--- src/rtl/search_sched.sv ---
// Full-search motion-estimation scheduler: issues a raster scan of candidate offsets to an
// external pipelined tree adder and keeps the minimum-|sum| candidate. Option: SEARCH_EARLY_EXIT_EN.
module search_sched #(
    parameter int DATA_W    = 9,
    parameter int SUM_W     = 17,
    parameter int ADDER_LAT = 8,
    parameter int SEARCH_R  = 4,
    parameter int OFF_W     = 4
) (
    input  logic                    clk,
    input  logic                    rst_n,
    input  logic                    start,
    input  logic                    src_ready,
    input  logic signed [SUM_W-1:0] sum_in,
    output logic                    adder_en,
    output logic                    cand_valid,
    output logic signed [OFF_W-1:0] cand_dx,
    output logic signed [OFF_W-1:0] cand_dy,
    output logic                    busy,
    output logic                    done,
    output logic signed [OFF_W-1:0] best_dx,
    output logic signed [OFF_W-1:0] best_dy,
    output logic [SUM_W-1:0]        best_cost
);

    typedef enum logic [1:0] {IDLE, ISSUE, DRAIN, DONE} state_e;

    localparam logic signed [OFF_W-1:0] R_P = OFF_W'(SEARCH_R);
    localparam logic signed [OFF_W-1:0] R_N = OFF_W'(-SEARCH_R);
    localparam logic [ADDER_LAT-1:0] TOP = ADDER_LAT'(1) << (ADDER_LAT - 1);

    if (SUM_W <= DATA_W) begin : g_bad_width
        $error("search_sched: SUM_W must exceed DATA_W");
    end

    state_e                            state_q;
    logic signed [OFF_W-1:0]           ptr_dx_q, ptr_dy_q, ptr_dx_d, ptr_dy_d;
    logic signed [OFF_W-1:0]           best_dx_q, best_dy_q;
    logic [SUM_W-1:0]                  best_cost_q;
    logic [ADDER_LAT-1:0]              vld_q;
    logic [ADDER_LAT-1:0][OFF_W-1:0]   tdx_q, tdy_q;
    logic                              last_cand, eval, drained, early_exit;
    logic [SUM_W-1:0]                  cost;

    assign busy       = (state_q != IDLE);
    assign done       = (state_q == DONE);
    assign adder_en   = (state_q == ISSUE) || (state_q == DRAIN);
    assign cand_valid = (state_q == ISSUE) && src_ready;
    assign cand_dx    = ptr_dx_q;
    assign cand_dy    = ptr_dy_q;
    assign best_dx    = best_dx_q;
    assign best_dy    = best_dy_q;
    assign best_cost  = best_cost_q;

    // Negation in SUM_W bits maps -2^(SUM_W-1) onto 2^(SUM_W-1) when read unsigned.
    assign cost    = sum_in[SUM_W-1] ? $unsigned(-sum_in) : $unsigned(sum_in);
    assign eval    = adder_en && vld_q[ADDER_LAT-1];
    assign drained = (vld_q & ~TOP) == '0;

`ifdef SEARCH_EARLY_EXIT_EN
    assign early_exit = eval && (cost == '0);
`else
    assign early_exit = 1'b0;
`endif

    always_comb begin
        last_cand = (ptr_dx_q == R_P) && (ptr_dy_q == R_P);
        ptr_dx_d  = ptr_dx_q + OFF_W'(1);
        ptr_dy_d  = ptr_dy_q;
        if (ptr_dx_q == R_P) begin
            ptr_dx_d = R_N;
            ptr_dy_d = ptr_dy_q + OFF_W'(1);
        end
    end

    always_ff @(posedge clk) begin
        if (!rst_n) begin
            state_q     <= IDLE;
            ptr_dx_q    <= '0;
            ptr_dy_q    <= '0;
            best_dx_q   <= '0;
            best_dy_q   <= '0;
            best_cost_q <= '1;
            vld_q       <= '0;
            tdx_q       <= '0;
            tdy_q       <= '0;
        end else begin
            if (adder_en) begin
                for (int i = ADDER_LAT - 1; i > 0; i--) begin
                    vld_q[i] <= vld_q[i-1];
                    tdx_q[i] <= tdx_q[i-1];
                    tdy_q[i] <= tdy_q[i-1];
                end
                vld_q[0] <= cand_valid;
                tdx_q[0] <= ptr_dx_q;
                tdy_q[0] <= ptr_dy_q;
            end
            if (eval && (cost < best_cost_q)) begin
                best_cost_q <= cost;
                best_dx_q   <= $signed(tdx_q[ADDER_LAT-1]);
                best_dy_q   <= $signed(tdy_q[ADDER_LAT-1]);
            end
            case (state_q)
                IDLE: if (start) begin
                    state_q     <= ISSUE;
                    best_cost_q <= '1;
                    best_dx_q   <= '0;
                    best_dy_q   <= '0;
                    ptr_dx_q    <= R_N;
                    ptr_dy_q    <= R_N;
                end
                ISSUE: begin
                    if (cand_valid && !last_cand) begin
                        ptr_dx_q <= ptr_dx_d;
                        ptr_dy_q <= ptr_dy_d;
                    end
                    if (early_exit || (cand_valid && last_cand)) state_q <= DRAIN;
                end
                // The entry in the top stage, if any, is evaluated on this same edge.
                DRAIN: if (drained) state_q <= DONE;
                default: state_q <= IDLE;
            endcase
        end
    end

endmodule

--- config.mk ---
export PLATFORM = sky130hd
export DESIGN_NAME = search_sched
export DESIGN_NICKNAME = d
export VERILOG_FILES = /design/src/rtl/search_sched.sv
export SDC_FILE = /design/constraint.sdc
export NUM_CORES = 1
export LEC_CHECK = 0
export ABC_AREA = 1
export BUFFER_PORTS_ARGS = -buffer_cell sky130_fd_sc_hd__buf_2
export CAP_MARGIN = 5
export CORE_MARGIN = 2
export CORE_UTILIZATION = 42
export DETAILED_ROUTE_END_ITERATION = 8
export GPL_ROUTABILITY_DRIVEN = 1
export MAX_ROUTING_LAYER = met4
export SETUP_SLACK_MARGIN = 0.1
export SLEW_MARGIN = 5
export SYNTH_ARGS = -nofsm -noshare
export SYNTH_HDL_FRONTEND = slang
export SYNTH_SLANG_ARGS = --single-unit
--- constraint.sdc ---
create_clock -name clk -period 4.35 [get_ports clk]
set_input_delay 0.435 -clock clk [delete_from_list [all_inputs] [get_ports clk]]
set_output_delay 0.435 -clock clk [all_outputs]
set_load 0.01 [all_outputs]
# Word level (Yosys, flattened, before mapping)
# Index checks and enable logic that the tools add are counted.
[word_totals]
regBits = 107
latch_bits = 0
ram_bits = 0
mem_bits_ro = 0
in_bits = 21
word_cells = 73
n_memories = 0
[op_classes]
add_sub_neg = 3
n_mul = 0
n_div = 0
n_lt_le_gt_ge = 1
n_eq_ne = 10
shift = 0
muxes = 21
bitwise = 0
reduce_logical = 15
[op_table]
columns = ["op", "n"]
rows = [
  ["2-to-1 mux 17 bit", 4],
  ["2-to-1 mux 4 bit", 11],
  ["< comparator 17 bit", 1],
  ["negation 17 bit", 1],
  ["case mux 4 bit (2 select lines)", 2],
  ["adder 4 x 2 -> 4 bit, second input constant", 2],
  ["== test 4 bit, second input constant", 2],
  ["logical NOT 8 bit", 1],
  ["logical AND 1 bit", 6],
  ["2-to-1 mux 2 bit", 3],
  ["inequality test 2 x 1 -> 1 bit, second input constant", 3],
  ["case mux 2 bit (3 select lines)", 1],
  ["AND reduction 3 bit", 2],
  ["== test 2 bit, second input constant", 2],
  ["inequality test 2 bit, second input constant", 2],
  ["AND reduction 4 bit", 1],
  ["nonzero test 2 bit", 2],
  ["== test 2 x 1 -> 1 bit, second input constant", 1],
  ["logical NOT 2 bit", 1],
  ["logical NOT 1 bit", 1],
  ["logical OR 1 bit", 1],
]

# Logic depth before layout (Yosys ltp)
[depth]
word_depth = 7
ltp_mapped = 20
depth_no_buf = 18

# Worst setup path after synthesis
# OpenSTA, ideal clock, no wires.
[synth_path]
kind = "input -> register"
start = "in sum_in[0]"
end = "reg best_dx_q[3] (netlist: best_dx[3])"
setup_time_ns = 0.115
arrival_ns = 2.347
t_required_ns = 4.235
setup_slack_ns = 1.888
stages = 16
n_path_buf = 2
path_cell_list = "inv_1 -> ha_1 -> nand3_1 -> nor2_1 -> nand3_1 -> nand3_1 -> nand2_1 -> ha_1 -> nand2_1 -> a21oi_1 -> nor2_2 -> and2_1 -> buf_4 -> buf_6 -> a21oi_1 -> nor2_1"
[synth_between]
elab_chain_len = 7
[synth_lines]
columns = ["element", "line", "text"]
rows = [
  ["start, declared", "14", "input logic signed [SUM_W-1:0] sum_in,"],
  ["negation 17 bit", "56", "assign cost = sum_in[SUM_W-1] ? $unsigned(-sum_in) : $unsigned(sum_in);"],
  ["2-to-1 mux 17 bit *", "56", ""],
  ["< comparator 17 bit *", "98", "if (eval && (cost < best_cost_q)) begin"],
  ["logical AND 1 bit *", "98", ""],
  ["2-to-1 mux 4 bit *", "98", ""],
  ["2-to-1 mux 4 bit", "104", "IDLE: if (start) begin"],
  ["2-to-1 mux 4 bit *", "103", "case (state_q)"],
  ["end signal, assigned", "100", "best_dx_q <= $signed(tdx_q[ADDER_LAT-1]);"],
  ["end, declared", "38", "logic signed [OFF_W-1:0] best_dx_q, best_dy_q;"],
]
# Mark *: on every way between the ends. The rest lies on a longest branch, timed or not.
# A chain may end at the register's enable or synchronous reset.

# Worst setup path after layout
[layout_path]
start = "in sum_in[0]"
end = "reg best_cost_q[14] (netlist: best_cost[14])"
[layout_between]
elab_chain_len = 7
[layout_lines]
columns = ["element", "line", "text"]
rows = [
  ["negation 17 bit", "56", ""],
  ["2-to-1 mux 17 bit *", "56", ""],
  ["< comparator 17 bit", "98", ""],
  ["logical AND 1 bit", "98", ""],
  ["2-to-1 mux 17 bit *", "98", ""],
  ["2-to-1 mux 17 bit", "104", ""],
  ["2-to-1 mux 17 bit *", "103", ""],
  ["end signal, assigned", "99", "best_cost_q <= cost;"],
  ["end, declared", "39", "logic [SUM_W-1:0] best_cost_q;"],
]
# Marks and branches as above.

==> results.py <==
metrics = {
    "timing": {
        "fin_crit_sh_pct": 68.27,
        "maxSlewHeadroom_pct": 17.97,
        "finalClockSkew_ns": 0.007545,
        "rsz0062_at_grt": "no",
        "min_period_ns": 2.970,
        "max_freq_ghz": 0.3367,
        "setup_viol": 0,
        "maxSlewViolCount": 0,
        "setup_tns_ns": 0,
        "hold_viol": 0,
        "worst_slack_ns": 1.380,
        "worst_pin_slew_ns": 1.230,
    },
    "yosys": {
        "synth.area.mux_share_pct": 0,
        "syn_avg_cell_area_um2": 7.009,
        "synth_cell_types": 27,
        "synth_nets": 762,
        "syn_inst": 716,
        "synth_fa_ha_area_share_pct": 6.233,
        "ys_seq_area_share_pct": 42.68,
        "synth_compound_gate_area_share_pct": 12.02,
        "synth_top_family_by_area": "simple AND/OR/NAND/NOR gates",
        "synthSimpleGateAreaFrac_pct": 30.24,
        "synth-xor-area-share_pct": 0.5236,
        "synth_area_um2": 5019,
        "synth_warnings": 0,
        "ys_ff_latch": 107,
    },
    "finish": {
        "layout.nets": 795,
        "diodes": 0,
        "drive_gt1_share_pct": 11.55,
        "syn2layout_area_growth_pct": 11.89,
        "fin_util_pct": 48.76,
    },
    "min_path": {
        "min_path_type": "in -> reg",
        "min_from": "sum_in[0]",
    },
    "global_route": {
        "met2_usage_pct": 30.18,
        "grt_pass1_vias": 4140,
        "grt_pass1_wl_mm": 18.61,
        "antenna_found_initial": 0,
        "use_met3_pct": 4.821,
        "grt-ovfl-total": 0,
        "grt_busiest_layer": "met2",
        "grt_max_degree": 78,
        "grt_usage_pct": 18.36,
        "use_met1_pct": 21.53,
    },
    "clocking": {
        "clock_sinks": 107,
        "cts_tree": "yes",
        "holdBufCountCts": 0,
        "cts_max_path_buffers": 2,
        "cts_resized": 0,
        "clk_pin_slew_ns": 0.07,
        "clk_latency_ns": 0.34,
        "cts-root-buf": "clkbuf_16",
        "htree_levels": 3,
        "cts_buffers": 9,
        "post_cts_buffers": 0,
    },
    "worst_setup_path": {
        "cp-start-kind": "input port",
        "worstSetupPathType": "in -> reg",
        "worst-path-max-fanout": 17,
        "cp.arrival_ns": 3.14,
        "cp.required_ns": 4.52,
        "endpoint_kind": "register",
        "r2r_start": "state_q[1]",
        "worstSetupStartpoint": "sum_in[0]",
    },
    "drt": {
        "drt_iter0_markers": 332,
        "drc": 0,
        "wl_per_cell_um": 12.56,
        "vias": 4535,
        "firstDrtPassIters": 4,
        "viasPerCell": 5.061,
        "routed_wl_mm": 11.25,
        "ant_nets": 0,
    },
    "pwr": {
        "ir_drop_mv": 0.3881,
        "leakage_nw": 2.794,
        "p_per_area_nw_per_um2": 617.0,
    },
    "floorplanning": {
        "coreArea_um2": 11520,
        "ios": 58,
        "row_count": 39,
        "initial_core_util_pct": 43.58,
        "die_h_um": 113.3,
        "die_w_um": 113.3,
        "die_area_um2": 12840,
    },
    "run_status": {
        "status": "complete, no violations",
    },
    "place": {
        "routabilityCongestion": 0.8761,
        "dp_slack_ns": 1.035,
        "portBuffers": 57,
        "hpwl_mm": 7.755,
    },
    "run": {
        "cap_violations": 0,
    },
}
metrics by stage:
| step | std cells | instance area [um^2] | total power [mW] | hold WS, ns |
|---|---|---|---|---|
| 2_1_floorplan | 716 | 5019 | 2.381 | 0.4344 |
| 3_3_place_gp | 881 | 5324 | 2.659 | 0.4491 |
| 3_5_place_dp | 881 | 5324 | 2.689 | 0.4564 |
| 4_1_cts | 896 | 5615 | 3.514 | 0.3437 |
| 5_1_grt | 896 | 5615 | 3.773 | 0.3777 |
| 6_report | 896 | 5615 | 3.465 | 0.3613 |
registers in the layout, indices dropped and copies added (netlist names):
signal / cells
best_cost: 17
best_dx: 4
best_dy: 4
cand_dx: 4
cand_dy: 4
state_q: 2
tdx_q: 32
tdy_q: 32
vld_q: 8
metal layers:
metal,vias up,routed length (um)
li1,2366,-
met1,2069,5234
met2,84,5254
met3,16,469
met4,0,292
met5,-,0
cells in the final DEF (no fill, tap or decap), types with 2 or more instances in the layout:
| cell | instances |
|---|---|
| buf_4 | 3 |
| buf_2 | 57 |
| nand4_1 | 9 |
| nand2_1 | 120 |
| xnor2_1 | 2 |
| nor2_1 | 153 |
| o21ai_0 | 79 |
| nand3b_1 | 6 |
| ha_1 | 24 |
| inv_2 | 2 |
| nand3_1 | 65 |
| inv_1 | 60 |
| clkbuf_16 | 9 |
| a21oi_1 | 35 |
| dfxtp_1 | 107 |
| or2_2 | 5 |
synth_stat cells:
cell type | count | area (um^2)
a21boi_1 | 1 | 7.510
a21o_1 | 1 | 7.510
a21oi_1 | 35 | 175.2
a21oi_2 | 1 | 8.760
and2_1 | 1 | 6.260
buf_2 | 6 | 30.03
buf_4 | 1 | 7.510
buf_6 | 4 | 45.04
clkbuf_1 | 27 | 101.4
dfxtp_1 | 107 | 2142
ha_1 | 25 | 312.8
inv_1 | 60 | 225.2
inv_2 | 2 | 7.510
nand2_1 | 120 | 450.4
nand2_2 | 1 | 6.260
nand2_4 | 1 | 11.26
nand3_1 | 65 | 325.3
nand3b_1 | 6 | 45.04
nand4_1 | 9 | 56.30
nor2_1 | 153 | 574.3
nor2_2 | 1 | 6.260
nor3_1 | 1 | 5.000
o21ai_0 | 79 | 395.4
o21ai_2 | 1 | 8.760
or2_2 | 5 | 31.28
xnor2_1 | 2 | 17.52
xor2_1 | 1 | 8.760
critical path, cell delays in order:
cell and delay [ns]:
buf_2 0.10, inv_1 0.09, ha_1 0.19, nand3_1 0.12, nor2_1 0.22, nand3_1 0.16, nor2_1 0.20, ha_1 0.29
nand2_1 0.08, nand2_1 0.06, nor2_2 0.17, and2_1 0.55, nand2_4 0.25, nand2_1 0.14, nand3_1 0.08
logic make-up (layout without fill, tap and decap cells):
logic type      after synthesis  in the layout
xor+xnor                      3              3
flops                       107            107
fa+ha+maj                    25             25
buf+inv                     100            137
compound gates              118            118
simple gates                363            363
report_power, final:
part	switching, mW	total [mW]	leakage, nW	internal, mW
logic	0.827	1.26	1.77	0.435
clock network	0.361	0.809	0.141	0.449
registers	0.146	1.39	0.880	1.25
total	1.33	3.46	2.79	2.13
path summary, 6_finish.rpt:
kind | cells past startpoint | to | slack, ns
worst min-delay path | 3 | best_cost[0] | 0.36
worst max-delay path | 15 | best_cost[14] | 1.38
worst max register to register | 6 | tdy_q[29] | 1.85
worst min register to register | 2 | tdy_q[31] | 0.46
final cells by class:
type                       instances  area (um^2)
inverter                          62        232.7
timing repair buffer              60        307.8
clock buffer                      10        229.0
fill                            1182         5901
tap                              143        178.9
sequential                       107         2142
multi-input combinational        509         2462
clock inverter                     5        62.56
(Power assumes the default switching activity.)
